File: src/rtl/v2x_spi_slave.sv
// rtl/v2x_spi_slave.sv - SPI mode-0 slave front end with one-entry response holding register
// Optional busy fill word on underrun: define V2X_SPI_BUSY_FILL_EN.
module v2x_spi_slave #(
    parameter int DATA_WIDTH  = 16,
    parameter int SYNC_STAGES = 2
) (
    input  logic                  i_sys_clk,
    input  logic                  i_sys_rst_n,
    input  logic                  i_spi_sclk,
    input  logic                  i_spi_cs_n,
    input  logic                  i_spi_mosi,
    output logic                  o_spi_miso,
    output logic [DATA_WIDTH-1:0] o_rx_data,
    output logic                  o_rx_valid,
    input  logic [DATA_WIDTH-1:0] i_tx_data,
    input  logic                  i_tx_valid,
    output logic                  o_tx_ready,
    input  logic                  i_busy,
    output logic                  o_frame_error
);
    localparam int BW = $clog2(DATA_WIDTH);
    localparam int SW = $clog2(SYNC_STAGES + 2);
    localparam logic [SW-1:0] SETTLE = SW'(SYNC_STAGES + 1);

    typedef enum logic [1:0] {IDLE, ARMED, ACTIVE} state_e;

    logic [SYNC_STAGES-1:0] sclk_sync_q, cs_sync_q, mosi_sync_q;
    logic                   sclk_s, cs_s, mosi_s;
    logic                   sclk_prev_q, cs_prev_q, mosi_dly_q;
    logic                   sclk_rise_q, sclk_fall_q, cs_rise_q, cs_fall_q;

    state_e                 state_q;
    logic [BW-1:0]          bit_cnt_q;
    logic [SW-1:0]          settle_q;
    logic                   first_q, hold_full_q, miso_q, rx_valid_q, frame_err_q;
    logic [DATA_WIDTH-2:0]  rx_shift_q, tx_shift_q;
    logic [DATA_WIDTH-1:0]  hold_q, rx_data_q;
    logic [DATA_WIDTH-1:0]  fill_word, load_word;
    logic                   do_load, accept;

    assign sclk_s = sclk_sync_q[SYNC_STAGES-1];
    assign cs_s   = cs_sync_q[SYNC_STAGES-1];
    assign mosi_s = mosi_sync_q[SYNC_STAGES-1];

    // Edge pulses are registered so that mosi_dly_q is aligned with the sampled SCLK rise.
    always_ff @(posedge i_sys_clk or negedge i_sys_rst_n) begin
        if (!i_sys_rst_n) begin
            sclk_sync_q <= '0;
            cs_sync_q   <= '1;
            mosi_sync_q <= '0;
            sclk_prev_q <= 1'b0;
            cs_prev_q   <= 1'b1;
            mosi_dly_q  <= 1'b0;
            sclk_rise_q <= 1'b0;
            sclk_fall_q <= 1'b0;
            cs_rise_q   <= 1'b0;
            cs_fall_q   <= 1'b0;
        end else begin
            sclk_sync_q <= {sclk_sync_q[SYNC_STAGES-2:0], i_spi_sclk};
            cs_sync_q   <= {cs_sync_q[SYNC_STAGES-2:0], i_spi_cs_n};
            mosi_sync_q <= {mosi_sync_q[SYNC_STAGES-2:0], i_spi_mosi};
            sclk_prev_q <= sclk_s;
            cs_prev_q   <= cs_s;
            mosi_dly_q  <= mosi_s;
            sclk_rise_q <= sclk_s & ~sclk_prev_q;
            sclk_fall_q <= ~sclk_s & sclk_prev_q;
            cs_rise_q   <= cs_s & ~cs_prev_q;
            cs_fall_q   <= ~cs_s & cs_prev_q;
        end
    end

`ifdef V2X_SPI_BUSY_FILL_EN
    assign fill_word = i_busy ? DATA_WIDTH'(16'hB5B5) : '0;
`else
    logic unused_busy;
    assign unused_busy = i_busy;
    assign fill_word   = '0;
`endif

    assign load_word = hold_full_q ? hold_q : fill_word;
    assign accept    = i_tx_valid && !hold_full_q;
    assign do_load   = (state_q == IDLE && cs_fall_q) ||
                       (state_q == ACTIVE && !cs_rise_q && sclk_fall_q &&
                        bit_cnt_q == '0 && !first_q);

    // ARMED lets the synchroniser flush before trusting cs_n, so a frame open at reset is skipped.
    always_ff @(posedge i_sys_clk or negedge i_sys_rst_n) begin
        if (!i_sys_rst_n) begin
            state_q     <= ARMED;
            bit_cnt_q   <= '0;
            settle_q    <= '0;
            first_q     <= 1'b0;
            hold_full_q <= 1'b0;
            hold_q      <= '0;
            rx_shift_q  <= '0;
            tx_shift_q  <= '0;
            rx_data_q   <= '0;
            miso_q      <= 1'b0;
            rx_valid_q  <= 1'b0;
            frame_err_q <= 1'b0;
        end else begin
            rx_valid_q  <= 1'b0;
            frame_err_q <= 1'b0;
            if (accept) begin
                hold_q      <= i_tx_data;
                hold_full_q <= 1'b1;
            end else if (do_load && hold_full_q) begin
                hold_full_q <= 1'b0;
            end
            if (do_load) begin
                tx_shift_q <= load_word[DATA_WIDTH-2:0];
                miso_q     <= load_word[DATA_WIDTH-1];
            end
            case (state_q)
                ARMED: begin
                    if (settle_q != SETTLE) begin
                        settle_q <= settle_q + 1'b1;
                    end else if (cs_prev_q) begin
                        state_q <= IDLE;
                    end
                end
                IDLE: begin
                    if (cs_fall_q) begin
                        state_q   <= ACTIVE;
                        bit_cnt_q <= '0;
                        first_q   <= 1'b1;
                    end
                end
                ACTIVE: begin
                    if (cs_rise_q) begin
                        if (bit_cnt_q != '0) begin
                            frame_err_q <= 1'b1;
                        end
                        bit_cnt_q <= '0;
                        miso_q    <= 1'b0;
                        state_q   <= IDLE;
                    end else if (sclk_rise_q) begin
                        rx_shift_q <= {rx_shift_q[DATA_WIDTH-3:0], mosi_dly_q};
                        bit_cnt_q  <= bit_cnt_q + 1'b1;
                        first_q    <= 1'b0;
                        if (bit_cnt_q == BW'(DATA_WIDTH - 1)) begin
                            rx_data_q  <= {rx_shift_q, mosi_dly_q};
                            rx_valid_q <= 1'b1;
                        end
                    end else if (sclk_fall_q && !do_load) begin
                        tx_shift_q <= {tx_shift_q[DATA_WIDTH-3:0], 1'b0};
                        miso_q     <= tx_shift_q[DATA_WIDTH-2];
                    end
                end
                default: state_q <= IDLE;
            endcase
        end
    end

    assign o_spi_miso    = miso_q;
    assign o_rx_data     = rx_data_q;
    assign o_rx_valid    = rx_valid_q;
    assign o_tx_ready    = ~hold_full_q;
    assign o_frame_error = frame_err_q;

endmodule

File: config.mk
export PLATFORM = sky130hd
export DESIGN_NAME = v2x_spi_slave
export DESIGN_NICKNAME = d
export VERILOG_FILES = /design/src/rtl/v2x_spi_slave.sv
export SDC_FILE = /design/constraint.sdc
export NUM_CORES = 1
export LEC_CHECK = 0
export ABC_AREA = 1
export ABC_CLOCK_PERIOD_IN_PS = 2400
export BUFFER_PORTS_ARGS = -buffer_cell sky130_fd_sc_hd__buf_4
export CAP_MARGIN = 0
export CORE_ASPECT_RATIO = 2
export CORE_UTILIZATION = 30
export CTS_CLUSTER_DIAMETER = 150
export DETAILED_ROUTE_END_ITERATION = 10
export HOLD_SLACK_MARGIN = 0.12
export MAX_ROUTING_LAYER = met4
export SLEW_MARGIN = 10
export SYNTH_ARGS = -nofsm -noshare
export SYNTH_HDL_FRONTEND = slang
export SYNTH_SLANG_ARGS = --single-unit
File: constraint.sdc
create_clock -name i_sys_clk -period 2.4 [get_ports i_sys_clk]
set_input_delay 0.48 -clock i_sys_clk [delete_from_list [all_inputs] [get_ports i_sys_clk]]
set_output_delay 0.48 -clock i_sys_clk [all_outputs]
set_load 0.1 [all_outputs]
======== Yosys cells after proc, flatten, opt, wreduce, memory -nomap -nowiden ========
Cells that the tools add are included.
operators by class
  add/sub/neg operators ................... 2
  eq/ne operators ......................... 11
  muxes and demuxes ....................... 33
  bitwise gates (word level) .............. 10
  reduce and logical (&&, ||, !) cells .... 24
operator list
  operator                                                          count
  15-bit two-way mux                                                5
  1-bit two-way mux                                                 17
  16-bit two-way mux                                                1
  2-bit != test (second input constant)                             7
  4-bit two-way mux                                                 3
  4-bit AND reduction                                               3
  1-bit logical AND                                                 8
  2-bit two-way mux                                                 4
  4-bit case mux with 2 select lines                                1
  1-bit inverter                                                    6
  2-bit case mux with 3 select lines                                1
  3-bit AND reduction                                               2
  4-bit by 1-bit adder with 4-bit output (second input constant)    1
  1-bit bitwise AND                                                 4
  4-bit == test (second input constant)                             1
  1-bit zero test                                                   4
  4-bit zero test                                                   1
  2-bit nonzero test                                                2
  4-bit nonzero test                                                1
  3-bit != test (second input constant)                             1
  2-bit by 1-bit adder with 2-bit output (second input constant)    1
  2-bit by 1-bit == test with 1-bit output (second input constant)  1
  2-bit == test (second input constant)                             1
  2-bit zero test                                                   1
  3 further kinds                                                   3
storage, ports and cells
  register bits ........................... 88
  bits of input ports ..................... 23
  output and inout port bits .............. 20
  word-level logic and storage cells ...... 102

======== Longest topological paths before layout ========
  word-level depth ........................ 12
  mapped depth ............................ 11
  depth with buffers taken out ............ 10

======== Worst setup path after synthesis ========
OpenSTA, ideal clock, no wires.
  kind .................................... reg-to-reg
  start point ............................. register hold_full_q
  end point ............................... register hold_q[10]
  setup time .............................. 125 ps
  data arrival time ....................... 1860 ps
  required time ........................... 2275 ps
  setup slack ............................. 415 ps
  cell stages (with the launch flop) ...... 6
  buffers on the path ..................... 2
  clock period less this slack ............ 1985 ps
  cells stage by stage .................... dfrtp_1 -> buf_2 -> inv_1 -> nand2_2 -> buf_4 -> mux2_2
between the ends
  longest elaborated chain between the ends .. 2
ends and longest elaborated chain
  what                    RTL line  source
  from (decl)             35        logic first_q, hold_full_q, miso_q, rx_valid_q, frame_err_q;
  from (signal assigned)  93        hold_full_q <= 1'b0;
  from (signal assigned)  106       hold_full_q <= 1'b1;
  from (signal assigned)  108       hold_full_q <= 1'b0;
  1-bit zero test         81        assign accept = i_tx_valid && !hold_full_q;
  1-bit logical AND       81
  to (signal assigned)    105       hold_q <= i_tx_data;
  to (decl)               37        logic [DATA_WIDTH-1:0] hold_q, rx_data_q;
Every way passes these cells.
A chain may end at the register's enable or synchronous reset.

======== Final worst setup path ========
  start point ............................. register hold_full_q
  end point ............................... output port o_tx_ready
between the ends
  longest elaborated chain between the ends .. 1
ends and longest elaborated chain
  what            RTL line  source
  1-bit inverter  158       assign o_tx_ready = ~hold_full_q;
  to (decl)       17        output logic o_tx_ready,
Every way passes these cells.

==> results.tsv <==
metric	value	unit
synth_edf_count	0	
synth_area	3720	µm²
final_cell_area	4440	µm²
synth_compound_area_share	5.69	%
h-tree-depth	3	
synthMuxAreaShare	5.15	%
required	1.92	ns
max_freq	530	MHz
die_area	12900	µm²
ff_latch_area	2210	µm²
rows	57	
synthAdderAreaFrac	1.01	%
worstRegToRegCells	3	
relSlewSlack	62.2	%
period_minus_slack	1.89	ns
root_buffer	clkbuf_16	
power.density	1010	nW/µm²
place_congestion	0.739	
wl_per_cell	12.4	µm
hold_class	in2async	
via_per_inst	4.43	
cts.path.max_buffers	2	
die_x	80.7	µm
avgSynthCellArea	9.91	µm²
status	complete, no violations	
clkLatencyLatePin	0.33	ns
tightest_slew	0.565	ns
grt_max_degree	46	
clkTransAtPathRegs	0.06	ns
yosysWarnings	0	
critical_path_peak_fanout	17	
hold_viol	0	
ir_drop	0.000595	V
r2r_end	hold_q[6]	
fin_setup_tns	0	ns
async_flop_share	100	%
via_count	2514	
placed_area	4140	µm²
nets	441	
num_antenna_cells	0	
min_period_over_period	78.6	%
ys_seq_elements	88	
reg2reg_slack	0.73	ns
routed_wl	7.02	mm
grt_pass1_wl	12.2	mm
p_leak	2.16	nW
finalClockSkew	0.00594	ns
cts_buffers	9	
die_y	159	µm
seq_area_frac_synth	59.4	%
ios	43	
drtIter0Drc	131	
clock-sinks	88	
track_usage	12.7	%
final_util	36.6	%
yosysTopAreaCellShare	56.5	%
maxCapViolCount	0	
drcViolationCount	0	
drv_slew	0	
antenna_left	0	
synth_largest_area_cell	dfrtp_1	
synth_cell_type_count	31	
syn_to_final_growth	19.4	%
synth_top_family_by_area	simple AND/OR/NAND/NOR gates	
synth_nets	401	
timing.rr.start	hold_full_q	
cts_resized	0	
worstPathArrival	1.41	ns
hold_buffers	0	
synth_flop_cell	dfrtp_1	
cts_tree	built	
synth-simple-area-share	21.8	%
portBuffers	41	
path_class	reg2out	
end_kind	output pin	
start_util	30.7	%
antenna_found_initial	0	
overflow	0	
cp-start-kind	flop	
postSynthCellCount	375	
synth_xor_area_share	0.236	%
dp_hpwl	4.98	mm
placeableCoreArea	12100	µm²
yosysMostFrequentCell	dfrtp_1	
synth_area_leaders	dfrtp_1 (57%), nand2_1 (7.3%), mux2_2 (5.1%)	
multi_input_area	1260	µm²
n_fill_cell	1236	
setup_viol	0	
synth_common_cells	dfrtp_1 (84), nand2_1 (72), nor2_1 (37), inv_1 (33), nor2_2 (29)	
rsz0062_at_grt	false	
post_cts_buffers	0	
drtPass1Iterations	4	
grt_pass1_vias	2662	
final_layout_size_suffix_gt1_share	29.0	%
-- metal layers --
layer / track usage [%] / vias to the layer above / part of all wire [%]
li1: - / 1258 / -
met1: 14.1 / 1207 / 40
met2: 21.1 / 33 / 54
met3: 2.64 / 16 / 2.2
met4: 6.41 / 0 / 3.3
met5: - / - / 0
-- worst max-delay path: stages, from the launching register on --
cell and delay [ns]:
dfrtp_1 0.63, inv_1 0.17, buf_4 0.27
-- state kept, by name, summed over array words and instances (netlist names), 2 cells and up --
register and cells:
bit_cnt_q 4, settle_q 2, cs_sync_q 2, rx_shift_q 15, tx_shift_q 15, mosi_sync_q 2
sclk_sync_q 2, state_q 2, o_rx_data 16, hold_q 16
-- cell usage in the layout (no fill, tap or decap), drive strengths merged --
master / n
nor3b: 2
clkinvlp: 1
dfstp: 4
a22o: 1
a21oi: 3
inv: 37
nor3: 3
clkbuf: 10
mux2: 17
nand2: 78
o21ai: 36
ha: 3
clkinv: 3
dfrtp: 84
xnor2: 1
a211oi: 1
bufinv: 1
nand3b: 1
buf: 45
nand3: 19
nand4: 3
nor2: 67
-- power breakdown --
part           leakage [nW]  internal, mW  switching (mW)  total (mW)
clock                 0.143         0.812           0.567        1.38
combinational         0.888         0.410           0.599        1.01
sequential             1.13          1.84           0.242        2.08
total                  2.16          3.06            1.41        4.47
-- logic make-up after synthesis --
| logic type | after synthesis |
|---|---|
| multiplexers | 17 |
| AND/OR/NAND/NOR | 173 |
| adder cells (fa/ha/maj) | 3 |
| AO/OA/AOI/OAI | 41 |
| XOR/XNOR | 1 |
| buffers and inverters | 52 |
| flip-flops | 88 |
-- worst max-delay path by stage --
stage | slack, ns | endpoint | start
2_1_floorplan | 0.41 | hold_q[10] | hold_full_q
4_1_cts | 0.47 | o_tx_ready | hold_full_q
3_5_place_dp | 0.71 | hold_q[6] | hold_full_q
5_1_grt | 0.39 | o_tx_ready | hold_full_q
6_report | 0.51 | o_tx_ready | hold_full_q
3_3_place_gp | 0.75 | hold_q[4] | hold_full_q
-- through the flow --
stage / power [mW] / setup WS [ns] / hold WS (ns) / instances
2_1_floorplan: 2.87 / 0.415 / 0.184 / 375
3_3_place_gp: 3.09 / 0.746 / 0.338 / 551
3_5_place_dp: 3.14 / 0.707 / 0.337 / 551
4_1_cts: 4.53 / 0.470 / 0.167 / 567
5_1_grt: 4.76 / 0.394 / 0.191 / 567
6_report: 4.47 / 0.514 / 0.151 / 567
-- final cells by class --
| type | count | share of cell area (%) |
|---|---|---|
| clock buffer | 10 | 5.16 |
| inverter | 36 | 3.10 |
| timing repair buffer | 45 | 7.89 |
| sequential | 88 | 49.7 |
| tap | 147 | 4.14 |
| clock inverter | 6 | 1.55 |
| multi-input combinational | 235 | 28.4 |
No activity file was read; power rests on OpenSTA's default activity.
